<file path="config.mk">
export PLATFORM = sky130hd
export DESIGN_NAME = sim_sw_status_mon
export DESIGN_NICKNAME = d
export VERILOG_FILES = /design/src/rtl/sim_sw_status_mon.sv
export SDC_FILE = /design/constraint.sdc
export NUM_CORES = 1
export LEC_CHECK = 0
export BUFFER_PORTS_ARGS = -buffer_cell sky130_fd_sc_hd__buf_2
export CORE_MARGIN = 5
export CORE_UTILIZATION = 40
export CTS_CLUSTER_DIAMETER = 50
export DETAILED_ROUTE_END_ITERATION = 10
export HOLD_SLACK_MARGIN = 0.06
export SYNTH_ARGS = -nofsm -noshare
export SYNTH_HDL_FRONTEND = slang
export SYNTH_SLANG_ARGS = --single-unit
</file>
<file path="constraint.sdc">
create_clock -name clk_i -period 3.9 [get_ports clk_i]
set_input_delay 0.195 -clock clk_i [delete_from_list [all_inputs] [get_ports clk_i]]
set_output_delay 0.195 -clock clk_i [all_outputs]
set_load 0.03 [all_outputs]
</file>
<file path="src/rtl/sim_sw_status_mon.sv">
// Simulation-only monitor: snoops sim SRAM writes for SW status, console characters and heartbeats.
// Build option SIM_STATUS_MON_DRAIN_EN holds test_done_o until the console FIFO has drained.
module sim_sw_status_mon #(
    parameter int unsigned AddrWidth     = 32,
    parameter int unsigned DataWidth     = 32,
    parameter int unsigned FifoDepth     = 16,
    parameter int unsigned TimeoutCycles = 0,
    parameter int unsigned TimeoutWidth  = 32
) (
    input  logic                 clk_i,
    input  logic                 rst_ni,
    input  logic [AddrWidth-1:0] start_addr_i,
    input  logic                 wr_valid_i,
    input  logic [AddrWidth-1:0] addr_i,
    input  logic [DataWidth-1:0] data_i,
    output logic                 char_valid_o,
    input  logic                 char_ready_i,
    output logic [7:0]           char_data_o,
    output logic [15:0]          status_o,
    output logic                 running_o,
    output logic                 test_done_o,
    output logic                 test_passed_o,
    output logic                 timeout_o,
    output logic                 overflow_o
);
    localparam int unsigned PtrWidth = $clog2(FifoDepth);
    localparam logic [PtrWidth:0] FifoFull = (PtrWidth+1)'(FifoDepth);
    localparam bit WdEnable = (TimeoutCycles != 32'd0);
    localparam logic [TimeoutWidth-1:0] WdLast =
        (TimeoutCycles == 32'd0) ? '0 : TimeoutWidth'(TimeoutCycles - 32'd1);

    typedef enum logic [1:0] {
        ST_BOOT    = 2'd0,
        ST_RUNNING = 2'd1,
        ST_DONE    = 2'd2
    } state_e;

    state_e                  state_r, state_next_s;
    logic [15:0]             status_r;
    logic                    running_r, done_r, passed_r, timeout_r, overflow_r;
    logic [TimeoutWidth-1:0] wd_cnt_r;
`ifdef SIM_STATUS_MON_DRAIN_EN
    logic                    verdict_pass_r;
`endif

    logic [7:0]          mem_r [FifoDepth];
    logic [PtrWidth-1:0] wptr_r, rptr_r, rptr_next_s;
    logic [PtrWidth:0]   cnt_r, cnt_next_s;
    logic [7:0]          head_r, head_next_s;
    logic                valid_r;

    logic st_wr_s, con_wr_s, hb_wr_s, any_wr_s;
    logic run_code_s, pass_code_s, fail_code_s, expire_s, enter_done_s;
    logic pop_s, push_s, drop_s, full_s;
    logic unused_data_s;

    assign unused_data_s = ^data_i;

    // Window decode, status code match and watchdog expiry
    always_comb begin
        st_wr_s     = wr_valid_i && (addr_i == start_addr_i);
        con_wr_s    = wr_valid_i && (addr_i == (start_addr_i + AddrWidth'(32'd4)));
        hb_wr_s     = wr_valid_i && (addr_i == (start_addr_i + AddrWidth'(32'd8)));
        any_wr_s    = st_wr_s || con_wr_s || hb_wr_s;
        run_code_s  = st_wr_s && (data_i[15:0] == 16'h4354);
        pass_code_s = st_wr_s && (data_i[15:0] == 16'h900d);
        fail_code_s = st_wr_s && (data_i[15:0] == 16'hbaad);
        // A decoded write in the expiry cycle rearms the watchdog instead of firing it
        expire_s    = WdEnable && (state_r == ST_RUNNING) && !any_wr_s && (wd_cnt_r >= WdLast);
    end

    // Test-phase next state
    always_comb begin
        state_next_s = state_r;
        case (state_r)
            ST_BOOT: begin
                if (pass_code_s || fail_code_s) begin
                    state_next_s = ST_DONE;
                end else if (run_code_s) begin
                    state_next_s = ST_RUNNING;
                end else begin
                    state_next_s = ST_BOOT;
                end
            end
            ST_RUNNING: begin
                if (pass_code_s || fail_code_s || expire_s) begin
                    state_next_s = ST_DONE;
                end else begin
                    state_next_s = ST_RUNNING;
                end
            end
            ST_DONE: state_next_s = ST_DONE;
            default: state_next_s = ST_BOOT;
        endcase
        enter_done_s = (state_r != ST_DONE) && (state_next_s == ST_DONE);
    end

    // Console FIFO control and next head value
    always_comb begin
        pop_s       = valid_r && char_ready_i;
        full_s      = (cnt_r == FifoFull);
        push_s      = con_wr_s && (!full_s || pop_s);
        drop_s      = con_wr_s && full_s && !pop_s;
        rptr_next_s = pop_s ? (rptr_r + PtrWidth'(1'b1)) : rptr_r;
        case ({push_s, pop_s})
            2'b10:   cnt_next_s = cnt_r + (PtrWidth+1)'(1'b1);
            2'b01:   cnt_next_s = cnt_r - (PtrWidth+1)'(1'b1);
            default: cnt_next_s = cnt_r;
        endcase
        // The incoming character becomes the head when it lands in the slot the head moves to
        if (push_s && (wptr_r == rptr_next_s)) begin
            head_next_s = data_i[7:0];
        end else begin
            head_next_s = mem_r[rptr_next_s];
        end
    end

    // Console FIFO storage, pointers and registered head
    always_ff @(posedge clk_i or negedge rst_ni) begin
        if (!rst_ni) begin
            for (int i = 0; i < int'(FifoDepth); i++) begin
                mem_r[i] <= 8'h00;
            end
            wptr_r     <= '0;
            rptr_r     <= '0;
            cnt_r      <= '0;
            head_r     <= 8'h00;
            valid_r    <= 1'b0;
            overflow_r <= 1'b0;
        end else begin
            if (push_s) begin
                mem_r[wptr_r] <= data_i[7:0];
                wptr_r        <= wptr_r + PtrWidth'(1'b1);
            end
            rptr_r  <= rptr_next_s;
            cnt_r   <= cnt_next_s;
            head_r  <= head_next_s;
            valid_r <= (cnt_next_s != '0);
            if (drop_s) begin
                overflow_r <= 1'b1;
            end
        end
    end

    // Phase FSM, status register and sticky result flags
    always_ff @(posedge clk_i or negedge rst_ni) begin
        if (!rst_ni) begin
            state_r        <= ST_BOOT;
            status_r       <= 16'h0000;
            running_r      <= 1'b0;
            done_r         <= 1'b0;
            passed_r       <= 1'b0;
            timeout_r      <= 1'b0;
`ifdef SIM_STATUS_MON_DRAIN_EN
            verdict_pass_r <= 1'b0;
`endif
        end else begin
            state_r   <= state_next_s;
            running_r <= (state_next_s == ST_RUNNING);
            if (st_wr_s) begin
                status_r <= data_i[15:0];
            end
            if (enter_done_s) begin
                timeout_r <= expire_s;
            end
`ifdef SIM_STATUS_MON_DRAIN_EN
            if (enter_done_s) begin
                verdict_pass_r <= pass_code_s;
            end
            // Report completion only once every console character has been consumed
            if ((state_r == ST_DONE) && (cnt_r == '0) && !done_r) begin
                done_r   <= 1'b1;
                passed_r <= verdict_pass_r;
            end
`else
            if (enter_done_s) begin
                done_r   <= 1'b1;
                passed_r <= pass_code_s;
            end
`endif
        end
    end

    // Heartbeat watchdog: saturating counter, rearmed by any decoded window write
    always_ff @(posedge clk_i or negedge rst_ni) begin
        if (!rst_ni) begin
            wd_cnt_r <= '0;
        end else if (!WdEnable || (state_r != ST_RUNNING) || any_wr_s) begin
            wd_cnt_r <= '0;
        end else if (wd_cnt_r != '1) begin
            wd_cnt_r <= wd_cnt_r + TimeoutWidth'(1'b1);
        end
    end

    assign char_valid_o  = valid_r;
    assign char_data_o   = head_r;
    assign status_o      = status_r;
    assign running_o     = running_r;
    assign test_done_o   = done_r;
    assign test_passed_o = passed_r;
    assign timeout_o     = timeout_r;
    assign overflow_o    = overflow_r;
endmodule

</file>
# ---- After elaboration in Yosys (flattened, before gate mapping)
# Cells that the tools add are included.
dict set report op_classes {
  add_sub_neg 5
  order_cmp 3
  n_eq_ne 14
  n_mux 13
  bitwise 2
  reduce_logical 18
}
# op n
set ops {}
lappend ops {{bitwise mux 128 bit} 1}
lappend ops {{equality test 32 bit} 2}
lappend ops {{adder 32 x 3 -> 32 bit, second input constant} 1}
lappend ops {{binary-select mux 8 bit (select 4 bit)} 1}
lappend ops {{demux 8 bit (select 4 bit)} 1}
lappend ops {{equality test 16 bit, second input constant} 2}
lappend ops {{2-to-1 mux 8 bit} 4}
lappend ops {{equality test 16 x 15 -> 1 bit, second input constant} 1}
lappend ops {{logical AND 1 bit} 12}
lappend ops {{greater-or-equal comparator 5 bit, second input constant} 2}
lappend ops {{inverter 4 -> 5 bit} 2}
lappend ops {{one-hot mux 5 bit (2 select lines)} 1}
lappend ops {{adder 4 x 1 -> 4 bit, second input constant} 2}
lappend ops {{equality test 2 x 1 -> 1 bit, second input constant} 3}
lappend ops {{equality test 2 bit, second input constant} 3}
lappend ops {{one-hot mux 2 bit (3 select lines)} 1}
lappend ops {{adder 5 x 1 -> 5 bit, second input constant} 1}
lappend ops {{equality test 5 bit, second input constant} 1}
lappend ops {{< comparator 5 x 1 -> 1 bit, second input constant} 1}
lappend ops {{nonzero test 5 bit} 1}
lappend ops {{subtractor 5 x 1 -> 5 bit, second input constant} 1}
lappend ops {{equality test 4 bit} 1}
lappend ops {{2-to-1 mux 2 bit} 2}
lappend ops {{2-to-1 mux 4 bit} 1}
lappend ops {{other kinds (5)} 7}
dict set report totals {
  reg_bits 172
  inputBits 100
  wordCells 82
}

# ---- Depth between registers and ports, before layout
# Gate-level depths: netlist of the first run.
dict set report logic_depth {
  word_depth 8
  ltp_mapped 18
  depth_no_buf 18
}

# ---- Least setup slack after synthesis of the first run
# OpenSTA, ideal clock, no wires.
dict set report synth_path {
  path_kind {input-to-reg}
  start {input start_addr_i[2]}
  end {register valid_r, in the netlist char_valid_o}
  setup_ns 0.131
  arrival_time_ns 3.699
  required_ns 3.769
  slack_ns 0.070
  cell_stages 18
  path_buffers 0
  path_cell_list {ha_1 nand3_4 nor4_4 nand2_1 xor2_1 or3_1 nor4b_1 and4_1 nand2_1 ha_1 xor2_1 ha_1 a21oi_1 xnor2_1 nor2_1 xor2_1 or3_1 or3_1}
}
dict set report synth_via {
  elab_chain_cells 7
}
# element line
set synth_lines {}
lappend synth_lines {{start, declared} 12} ;# input logic [AddrWidth-1:0] start_addr_i,
lappend synth_lines {{adder 32 x 3 -> 32 bit (*)} 62} ;# con_wr_s = wr_valid_i && (addr_i == (start_addr_i + AddrWidth'(32'd4)));
lappend synth_lines {{equality test 32 bit (*)} 62}
lappend synth_lines {{logical AND 1 bit (*)} 62}
lappend synth_lines {{logical AND 1 bit (*)} 102} ;# push_s = con_wr_s && (!full_s || pop_s);
lappend synth_lines {{equality test 2 x 1 -> 1 bit or equality test 2 bit (tied branches)} 105} ;# case ({push_s, pop_s})
lappend synth_lines {{one-hot mux 5 bit (2 select lines) (*)} 105}
lappend synth_lines {{via cnt_next_s[2]} 48} ;# logic [PtrWidth:0] cnt_r, cnt_next_s;
lappend synth_lines {{nonzero test 5 bit (*)} 138} ;# valid_r <= (cnt_next_s != '0);
lappend synth_lines {{end signal, assigned} 138}
lappend synth_lines {{end, declared} 50} ;# logic valid_r;
# Mark *: on every way through the listed nets, which the timed path passes. The rest lies on a longest branch.
# A chain may end at the register's enable or synchronous reset.

# ---- Worst setup path in the final report of the first run
# Ends and elaborated chain as after synthesis.

==> impl_metrics.yaml, run 1 <==
floorplanning:
  row_count: 56
  dieArea_um2: 26800
  coreArea_um2: 23300
  initial_core_util: 0.405
  io_pins: 130
  fp.dieW_um: 164
  dieHeight_um: 164
power:
  ir_drop_mv: 0.279
  p_per_area_nw_per_um2: 365
  total_leakage_power_nw: 5.66
critical_path:
  crit_fanout: 4
  r2r_start: "char_valid_o$_DFF_PN0_"
  critPathMaxStageDelay_ns: 0.36
  critPathBufInv: 1
  reg2regPathDepth: 7
  critPathTopFamily: "simple AND/OR/NAND/NOR gates"
  slowest_stage: "or3_1"
  crit_chain: "buf_2, ha_1, nand3_4, nor4_4, nand2_1, xor2_1, or3_1, nor4b_1, and4_1, nand2_1, ha_1, xor2_1, ha_1, a21oi_1, xnor2_1, nor2_1, xor2_1, or3_1, or3_1"
  rr_endpoint: "char_data_o[0]$_DFF_PN0_"
  arrival_ns: 3.83
  endpoint_kind: "flop"
  critical_path_class: "input pin to flop"
  worst_setup_path_start_kind: "input pin"
  ff2ff_setup_slack_ns: 0.78
  required_ns: 4.21
place:
  routabilityCongestion: 0.896
  dp_slack_ns: -0.0947
  hpwl_um: 17000
  port_buffers: 112
  postPlaceCellArea_um2: 10900
global_routing:
  grt_antenna_before_repair: 0
  grt-ovfl-total: 0
  grt_pass1_wl_um: 37600
  grt_max_degree: 109
  grt_pass1_vias: 6952
  track_usage: 0.179
clock_network:
  clk_pin_slew_ns: 0.07
  cts_tree: "yes"
  hold_buffers: 9
  htreeDepth: 4
  cts_made_buffers: 17
  clock_tree.buffer_depth: 2
  clk_latency_ns: 0.43
  ctsResizeCount: 0
  cts.sinks: 172
  postCtsSetupBuffers: 0
  root_buffer: "clkbuf_16"
drt:
  drc: 0
  wl_per_cell_um: 18.5
  first_pass_iters: 5
  initialDrtViolationCount: 432
  ant_nets: 0
  viasPerCell: 5.29
  vias: 6539
  routed_wl_um: 22900
yosys:
  syn-cell-area_um2: 9440
  synth_cells: 722
  async_flop_share: 1.00
  synth_flop_cell: "dfrtp_1"
  syn-num-nets: 831
  synth-edff-count: 0
  synth_area_per_cell_um2: 13.1
  ys_seq_elements: 172
  synth_cell_type_count: 67
  yosysSeqAreaShare: 0.456
  yosysWarnings: 0
worst_hold_path:
  worstHoldStart: "data_i[1]"
  whs_endpoint: "mem_r[113]$_DFFE_PN0P_"
  hold_path.class: "input pin to flop"
  min_path_cells: 2
timing:
  hold_viol_final: 0
  finalSetupTns_ns: 0
  clock.fmax_mhz: 284
  finalWorstSetupSlack_ns: 0.375
  clock_skew_ns: 0.0118
  final-setup-viol-count: 0
  period_share: 0.904
  rsz0062_at_grt: "no"
  tightest_slew_ns: 1.01
  slew_viol_final: 0
  period_minus_slack_ns: 3.53
  slew_headroom: 0.329
run_status:
  status: "completed"
cells_and_area:
  layout.nets: 1014
  fin_area_um2: 11600
  layout_commonest_cell: "dfrtp_1"
  drive_above_1_share: 0.483
  fin_util: 0.497
  fill_cells: 2052
  antennaDiodeCount: 0
  layout_common_cells: "172 x dfrtp_1, 146 x mux2_2, 111 x buf_2"
  syn_to_final_growth_pct: 22.8
flow_run:
  drv_cap: 0
==> sequential cells by signal, indices dropped and copies added, names as in the netlist <==
signal         count
test_passed_o      1
cnt_r              5
running_o          1
test_done_o        1
status_o          16
rptr_r             4
char_valid_o       1
mem_r            128
wptr_r             4
state_r            2
overflow_o         1
char_data_o        8
==> cell usage after synthesis, types with 2 or more instances <==
master    count  area share
o2111a_1      2      0.0024
dfrtp_1     172        0.46
nor4_1       12      0.0080
clkbuf_2      2      0.0011
a31oi_1       2      0.0013
nand4_1      11      0.0073
and4_1        5      0.0046
nor4bb_1      3      0.0032
and3_1        3      0.0020
o21ai_0       8      0.0042
a21oi_1      11      0.0058
o31ai_1       2      0.0016
nand4b_1      4      0.0037
a222oi_1      2      0.0021
mux2_2      146        0.17
buf_6         2      0.0024
nand3_1      30       0.016
mux2_4        8       0.013
buf_2         4      0.0021
ha_1          9       0.012
and4b_1       2      0.0021
nor3_4        9       0.016
clkbuf_1     22      0.0087
o211ai_1      2      0.0016
nor3_2        7      0.0074
nor4_4        2      0.0045
nand4_4       2      0.0045
xor2_1       21       0.019
nor2b_1       3      0.0020
nor3b_1       3      0.0024
a311oi_1      2      0.0019
nor2_1       21      0.0083
nand3_4       2      0.0037
xnor2_1      40       0.037
nand2_1      36       0.014
nor4b_1       2      0.0019
nand3b_1      2      0.0016
buf_1         2     0.00080
mux4_2       40       0.095
or4_1         2      0.0016
a21o_1        2      0.0016
inv_1        11      0.0044
nand2b_1      5      0.0033
or3_1         5      0.0033
nor3_1       17      0.0090
==> final cells by class <==
class	count	area [um2]	area share
flip-flops and latches	172	4300	0.371
repair buffers	197	1260	0.109
inverters	12	45.0	0.00388
clock inverters	15	189	0.0163
clock buffers	17	425	0.0367
multi-input cells	505	4970	0.428
well taps	319	399	0.0344
==> through the flow <==
| step | std cells | power (mW) | hold slack (ns) |
|---|---|---|---|
| finish | 1237 | 4.23 | 0.288 |
| global route | 1237 | 4.42 | 0.309 |
| global placement | 1196 | 2.57 | 0.408 |
| CTS | 1237 | 4.28 | 0.274 |
| detailed placement | 1196 | 2.57 | 0.409 |
| floorplan | 722 | 2.23 | -0.101 |
==> how the worst max path moves through the flow <==
stage	startpoint	to	slack, ns	cells after the start
6_report	start_addr_i[2]	char_valid_o$_DFF_PN0_	0.37	19
5_1_grt	start_addr_i[3]	char_valid_o$_DFF_PN0_	0.12	18
3_3_place_gp	start_addr_i[2]	char_valid_o$_DFF_PN0_	-0.07	19
3_5_place_dp	start_addr_i[2]	char_valid_o$_DFF_PN0_	-0.09	19
2_1_floorplan	start_addr_i[2]	char_valid_o$_DFF_PN0_	0.07	18
4_1_cts	start_addr_i[2]	char_valid_o$_DFF_PN0_	0.36	19
==> power breakdown <==
part,total (mW),internal [mW],switching (mW)
combinational,0.727,0.340,0.387
clock,1.70,0.874,0.823
sequential,1.81,1.79,0.0121
total,4.23,3.01,1.22
==> routing by layer <==
metal | up-vias | GRT usage | wire length (um)
li1 | 3082 | - | -
met1 | 3343 | 0.251 | 10600
met2 | 106 | 0.290 | 11100
met3 | 8 | 0.0394 | 964
met4 | 0 | 0.0377 | 201
met5 | - | 0 | 0
==> kinds of logic (layout without fill, tap and decap cells) <==
kind of cell	count (synthesis)	in the layout	share of synthesized area
multiplexers	195	195	0.283
AND/OR/NAND/NOR	194	194	0.138
flip-flops	172	172	0.456
XOR/XNOR	61	61	0.0566
AO/OA/AOI/OAI	45	45	0.0335
buffers and inverters	45	241	0.0207
adder cells (fa/ha/maj)	9	9	0.0119
other	1	1	0.000397
(Power assumes the default switching activity.)
==> run 2, diff against run 1 <==
--- a/config.mk
+++ b/config.mk
@@ -11,6 +11,7 @@
 export CTS_CLUSTER_DIAMETER = 50
 export DETAILED_ROUTE_END_ITERATION = 10
 export HOLD_SLACK_MARGIN = 0.06
+export REMOVE_ABC_BUFFERS = 1
 export SYNTH_ARGS = -nofsm -noshare
 export SYNTH_HDL_FRONTEND = slang
 export SYNTH_SLANG_ARGS = --single-unit
==> impl_metrics.yaml, run 2 (same netlist as run 1, synthesis figures left out) <==
run_status:
  status: "completed"
drt:
  routed_wl_um: 23800
  vias: 6580
  viasPerCell: 5.32
  ant_nets: 0
  wl_per_cell_um: 19.2
  initialDrtViolationCount: 397
  drc: 0
  first_pass_iters: 5
floorplanning:
  dieArea_um2: 26800
  initial_core_util: 0.405
  coreArea_um2: 23300
  io_pins: 130
  row_count: 56
  fp.dieW_um: 164
  dieHeight_um: 164
critical_path:
  critPathTopFamily: "simple AND/OR/NAND/NOR gates"
  r2r_start: "cnt_r[1]$_DFF_PN0_"
  critPathMaxStageDelay_ns: 0.36
  worst_setup_path_start_kind: "input pin"
  slowest_stage: "or3_1"
  arrival_ns: 3.88
  crit_fanout: 9
  endpoint_kind: "flop"
  reg2regPathDepth: 13
  critPathBufInv: 1
  rr_endpoint: "char_valid_o$_DFF_PN0_"
  crit_chain: "buf_2, ha_1, nand3_4, nor4_4, nand2_1, xor2_1, or3_1, nor4b_1, and4_1, nand2_1, ha_1, xor2_1, ha_1, a21oi_1, xnor2_1, nor2_1, xor2_1, or3_1, or3_1"
  required_ns: 4.20
  ff2ff_setup_slack_ns: 0.82
  critical_path_class: "input pin to flop"
  cp.depth: 19
clock_network:
  cts_made_buffers: 17
  clk_latency_ns: 0.43
  cts.sinks: 172
  clk_pin_slew_ns: 0.07
  clock_tree.buffer_depth: 2
  root_buffer: "clkbuf_16"
  htreeDepth: 4
  cts_tree: "yes"
power:
  total_leakage_power_nw: 5.67
  ir_drop_mv: 0.312
  p_per_area_nw_per_um2: 365
global_routing:
  grt_pass1_vias: 6844
  grt_antenna_before_repair: 0
  track_usage: 0.186
  grt-ovfl-total: 0
  grt_pass1_wl_um: 38600
  grt_max_degree: 105
cells_and_area:
  fin_util: 0.497
  antennaDiodeCount: 0
  layout_commonest_cell: "dfrtp_1"
  layout_common_cells: "172 x dfrtp_1, 146 x mux2_2, 111 x buf_2"
  drive_above_1_share: 0.484
  regMostFlops: "mem_r"
  layout.nets: 1014
  syn_to_final_growth_pct: 22.8
  largest_register_ffs: 128
place:
  port_buffers: 112
  routabilityCongestion: 0.883
  dp_slack_ns: -0.131
  hpwl_um: 16900
timing:
  slew_viol_final: 0
  clock_skew_ns: 0.0202
  slew_headroom: 0.347
  clock.fmax_mhz: 280
  finalWorstSetupSlack_ns: 0.322
  final-setup-viol-count: 0
  period_share: 0.917
  period_minus_slack_ns: 3.58
  hold_viol_final: 0
  tightest_slew_ns: 0.979
  rsz0062_at_grt: "no"
worst_hold_path:
  worstHoldStart: "data_i[9]"
  whs_endpoint: "status_o[9]$_DFFE_PN0P_"
  hold_path.class: "input pin to flop"
  min_path_cells: 2
flow_run:
  drv_cap: 0
[run 2: cell count changes in the layout (fill, tap and decap cells not counted), moves of 2 or more]
cell and delta:
bufinv_16 +2, clkbuf_8 +2, clkinv_8 -6, clkinv_4 +2, inv_6 -2, buf_4 +2
[run 2: worst max-delay path by stage]
stage | end | startpoint | slack, ns
4_1_cts | char_valid_o$_DFF_PN0_ | start_addr_i[2] | 0.32
6_report | char_valid_o$_DFF_PN0_ | start_addr_i[2] | 0.32
2_1_floorplan | char_data_o[0]$_DFF_PN0_ | char_valid_o$_DFF_PN0_ | -1.37
3_5_place_dp | char_valid_o$_DFF_PN0_ | start_addr_i[2] | -0.13
5_1_grt | char_valid_o$_DFF_PN0_ | start_addr_i[2] | 0.02
3_3_place_gp | char_valid_o$_DFF_PN0_ | start_addr_i[2] | -0.07
[run 2: layout make-up]
class / count / area [um2]
fill: 2097 / 11700
multi-input combinational: 505 / 4970
sequential: 172 / 4300
timing repair buffer: 197 / 1250
clock buffer: 19 / 453
tap: 319 / 399
clock inverter: 13 / 170
inverter: 12 / 45.0
[run 2: timing repair]
item                       CTS  global route
buffers inserted             0             1
resized for setup            0             1
hold endpoints to repair   108             0
hold buffers                 8             0
setup endpoints to repair    0             1
[run 2: where the power goes]
group | switching, mW | total [mW] | internal [mW]
sequential | 0.0129 | 1.81 | 1.80
combinational | 0.369 | 0.650 | 0.281
clock | 0.767 | 1.77 | 1.01
[run 2: routing by layer]
metal / share of wire / vias up / global-route usage / routed length (um)
met3: 0.037 / 23 / 0.0295 / 869
met1: 0.46 / 3348 / 0.265 / 11000
met2: 0.49 / 142 / 0.299 / 11600
met4: 0.013 / 0 / 0.0465 / 312
met5: 0 / - / 0 / 0
li1: - / 3067 / - / -
[run 2: per-stage QoR]
stage | area, um2 | setup TNS, ns | instances | hold slack (ns) | power [mW]
after detailed placement | 10900 | -0.131 | 1196 | 0.390 | 2.50
after floorplan | 9290 | -11.11 | 689 | -0.101 | 2.21
after global placement | 10900 | -0.0654 | 1196 | 0.394 | 2.49
after global routing | 11600 | 0 | 1237 | 0.0776 | 4.43
after CTS | 11600 | 0 | 1236 | 0.0638 | 4.29
final | 11600 | 0 | 1237 | 0.0763 | 4.23
==> run 3, diff against run 2 <==
--- a/config.mk
+++ b/config.mk
@@ -6,11 +6,14 @@
 export NUM_CORES = 1
 export LEC_CHECK = 0
 export BUFFER_PORTS_ARGS = -buffer_cell sky130_fd_sc_hd__buf_2
+export CELL_PAD_IN_SITES_DETAIL_PLACEMENT = 1
+export CELL_PAD_IN_SITES_GLOBAL_PLACEMENT = 1
 export CORE_MARGIN = 5
-export CORE_UTILIZATION = 40
+export CORE_UTILIZATION = 47
 export CTS_CLUSTER_DIAMETER = 50
 export DETAILED_ROUTE_END_ITERATION = 10
 export HOLD_SLACK_MARGIN = 0.06
+export PLACE_DENSITY_LB_ADDON = 0.1
 export REMOVE_ABC_BUFFERS = 1
 export SYNTH_ARGS = -nofsm -noshare
 export SYNTH_HDL_FRONTEND = slang
==> impl_metrics.yaml, run 3 (same netlist as run 1, synthesis figures left out) <==
power:
  switching_share: 0.289
  p_per_area_nw_per_um2: 360
  p_sw_mw: 1.20
  pwr-share-comb: 0.160
  finalPower_mw: 4.15
  p_int_mw: 2.95
  sequentialPowerShare: 0.436
  total_leakage_power_nw: 5.66
  p_clk_frac: 0.405
  ir_drop_mv: 0.326
cells_and_area:
  layout_common_cells: "172 x dfrtp_1, 146 x mux2_2, 111 x buf_2"
  layout_commonest_cell: "dfrtp_1"
  antennaDiodeCount: 0
  largest_register_ffs: 128
  layout.nets: 1018
  syn_to_final_growth_pct: 22.0
  fill_cells: 2024
  regMostFlops: "mem_r"
  drive_above_1_share: 0.490
clock_network:
  htreeDepth: 4
  cts_tree: "yes"
  root_buffer: "clkbuf_16"
  clk_latency_ns: 0.44
  postCtsSetupBuffers: 0
  clk_pin_slew_ns: 0.07
  clock_tree.buffer_depth: 2
  cts.sinks: 172
  cts_made_buffers: 17
critical_path:
  reg2regPathDepth: 13
  crit_chain: "buf_2, ha_1, nand3_4, nor4_4, nand2_1, xor2_1, or3_1, nor4b_2, and4_2, nand2_1, ha_1, xor2_1, ha_1, a21oi_1, xnor2_1, nor2_1, xor2_1, or3_1, or3_1"
  critPathBufInv: 1
  ff2ff_setup_slack_ns: 0.69
  r2r_start: "cnt_r[1]$_DFF_PN0_"
  endpoint_kind: "flop"
  arrival_ns: 4.00
  slowest_stage: "or3_1"
  crit_fanout: 3
  worst_setup_path_start_kind: "input pin"
  critPathMaxStageDelay_ns: 0.38
  critPathTopFamily: "simple AND/OR/NAND/NOR gates"
  required_ns: 4.22
  rr_endpoint: "char_valid_o$_DFF_PN0_"
  critical_path_class: "input pin to flop"
place:
  routabilityCongestion: 0.885
  hpwl_um: 19200
  port_buffers: 112
  dp_slack_ns: -0.235
timing:
  finalWorstSetupSlack_ns: 0.228
  period_minus_slack_ns: 3.67
  slew_viol_final: 0
  period_share: 0.942
  tightest_slew_ns: 1.00
  finalSetupTns_ns: 0
  clock.fmax_mhz: 272
  final-setup-viol-count: 0
  slew_headroom: 0.331
  clock_skew_ns: 0.0208
  hold_viol_final: 0
global_routing:
  grt-ovfl-total: 0
  track_usage: 0.253
  grt_pass1_wl_um: 44200
  grt_max_degree: 113
  grt_antenna_before_repair: 0
  grt_pass1_vias: 7751
floorplanning:
  dieArea_um2: 23000
  row_count: 51
  dieHeight_um: 152
  fp.dieW_um: 152
  initial_core_util: 0.482
  io_pins: 130
  coreArea_um2: 19600
drt:
  wl_per_cell_um: 23.3
  viasPerCell: 5.80
  first_pass_iters: 4
  routed_wl_um: 27700
  initialDrtViolationCount: 390
  ant_nets: 0
  drc: 0
  vias: 6885
worst_hold_path:
  hold_path.class: "input pin to flop"
  min_path_cells: 2
  worstHoldStart: "data_i[9]"
  whs_endpoint: "status_o[9]$_DFFE_PN0P_"
run_status:
  status: "completed"
flow_run:
  drv_cap: 0
==> run 3: per-layer routing <==
metal  wire length, um  GRT usage
met1             11500      0.316
met2             14500      0.452
met3              1170     0.0425
met4               615     0.0755
met5                 0          0
==> run 3: repair_timing <==
item / CTS / global route
hold buffers: 8 / 0
hold endpoints to repair: 117 / 0
gates resized for setup: 0 / 4
endpoints found under the setup margin: 0 / 1
==> run 3: area by class of cell <==
type | instances | area [um2] | area share
well taps | 265 | 332 | 0.0288
multi-input cells | 505 | 4990 | 0.433
repair buffers | 201 | 1270 | 0.110
flip-flops and latches | 172 | 4300 | 0.374
inverters | 12 | 45.0 | 0.00391
clock inverters | 14 | 146 | 0.0127
clock buffers | 18 | 439 | 0.0381
==> run 3: power groups by stage <==
stage / Sequential, mW / Clock, mW / Combinational, mW
2_1_floorplan: 1.85 / 0 / 0.365
3_3_place_gp: 1.84 / 0 / 0.643
3_5_place_dp: 1.84 / 0 / 0.666
4_1_cts: 1.81 / 1.71 / 0.675
5_1_grt: 1.81 / 1.79 / 0.723
6_report: 1.81 / 1.68 / 0.662
==> run 3: worst max path at each step <==
| stage | cells after the start | startpoint | to | slack, ns |
|---|---|---|---|---|
| 2_1_floorplan | 6 | char_valid_o$_DFF_PN0_ | char_data_o[0]$_DFF_PN0_ | -1.37 |
| 3_3_place_gp | 19 | start_addr_i[2] | char_valid_o$_DFF_PN0_ | -0.10 |
| 3_5_place_dp | 19 | start_addr_i[2] | char_valid_o$_DFF_PN0_ | -0.23 |
| 4_1_cts | 19 | start_addr_i[2] | char_valid_o$_DFF_PN0_ | 0.22 |
| 5_1_grt | 19 | start_addr_i[2] | char_valid_o$_DFF_PN0_ | -0.06 |
| 6_report | 19 | start_addr_i[2] | char_valid_o$_DFF_PN0_ | 0.23 |
==> run 3: worst reg2reg max path, cell delays in order, from the launching register on <==
cell and delay, ns:
dfrtp_1 0.45, nor3_1 0.37, nand4b_1 0.24, and3_1 0.23
nand2_1 0.10, ha_1 0.18, xor2_1 0.07, ha_1 0.21
a21oi_1 0.16, xnor2_1 0.14, nor2_1 0.08, xor2_1 0.16
or3_1 0.38, or3_1 0.32
==> run 3: metrics by stage <==
stage / instances / cell area [um2] / util / hold WS (ns)
final: 1187 / 11500 / 0.588 / 0.0835
after global routing: 1187 / 11500 / 0.588 / 0.0987
after CTS: 1187 / 11500 / 0.587 / 0.0765
after detailed placement: 1147 / 10800 / 0.553 / 0.399
after global placement: 1147 / 10800 / 0.553 / 0.370
after floorplan: 689 / 9290 / - / -0.101
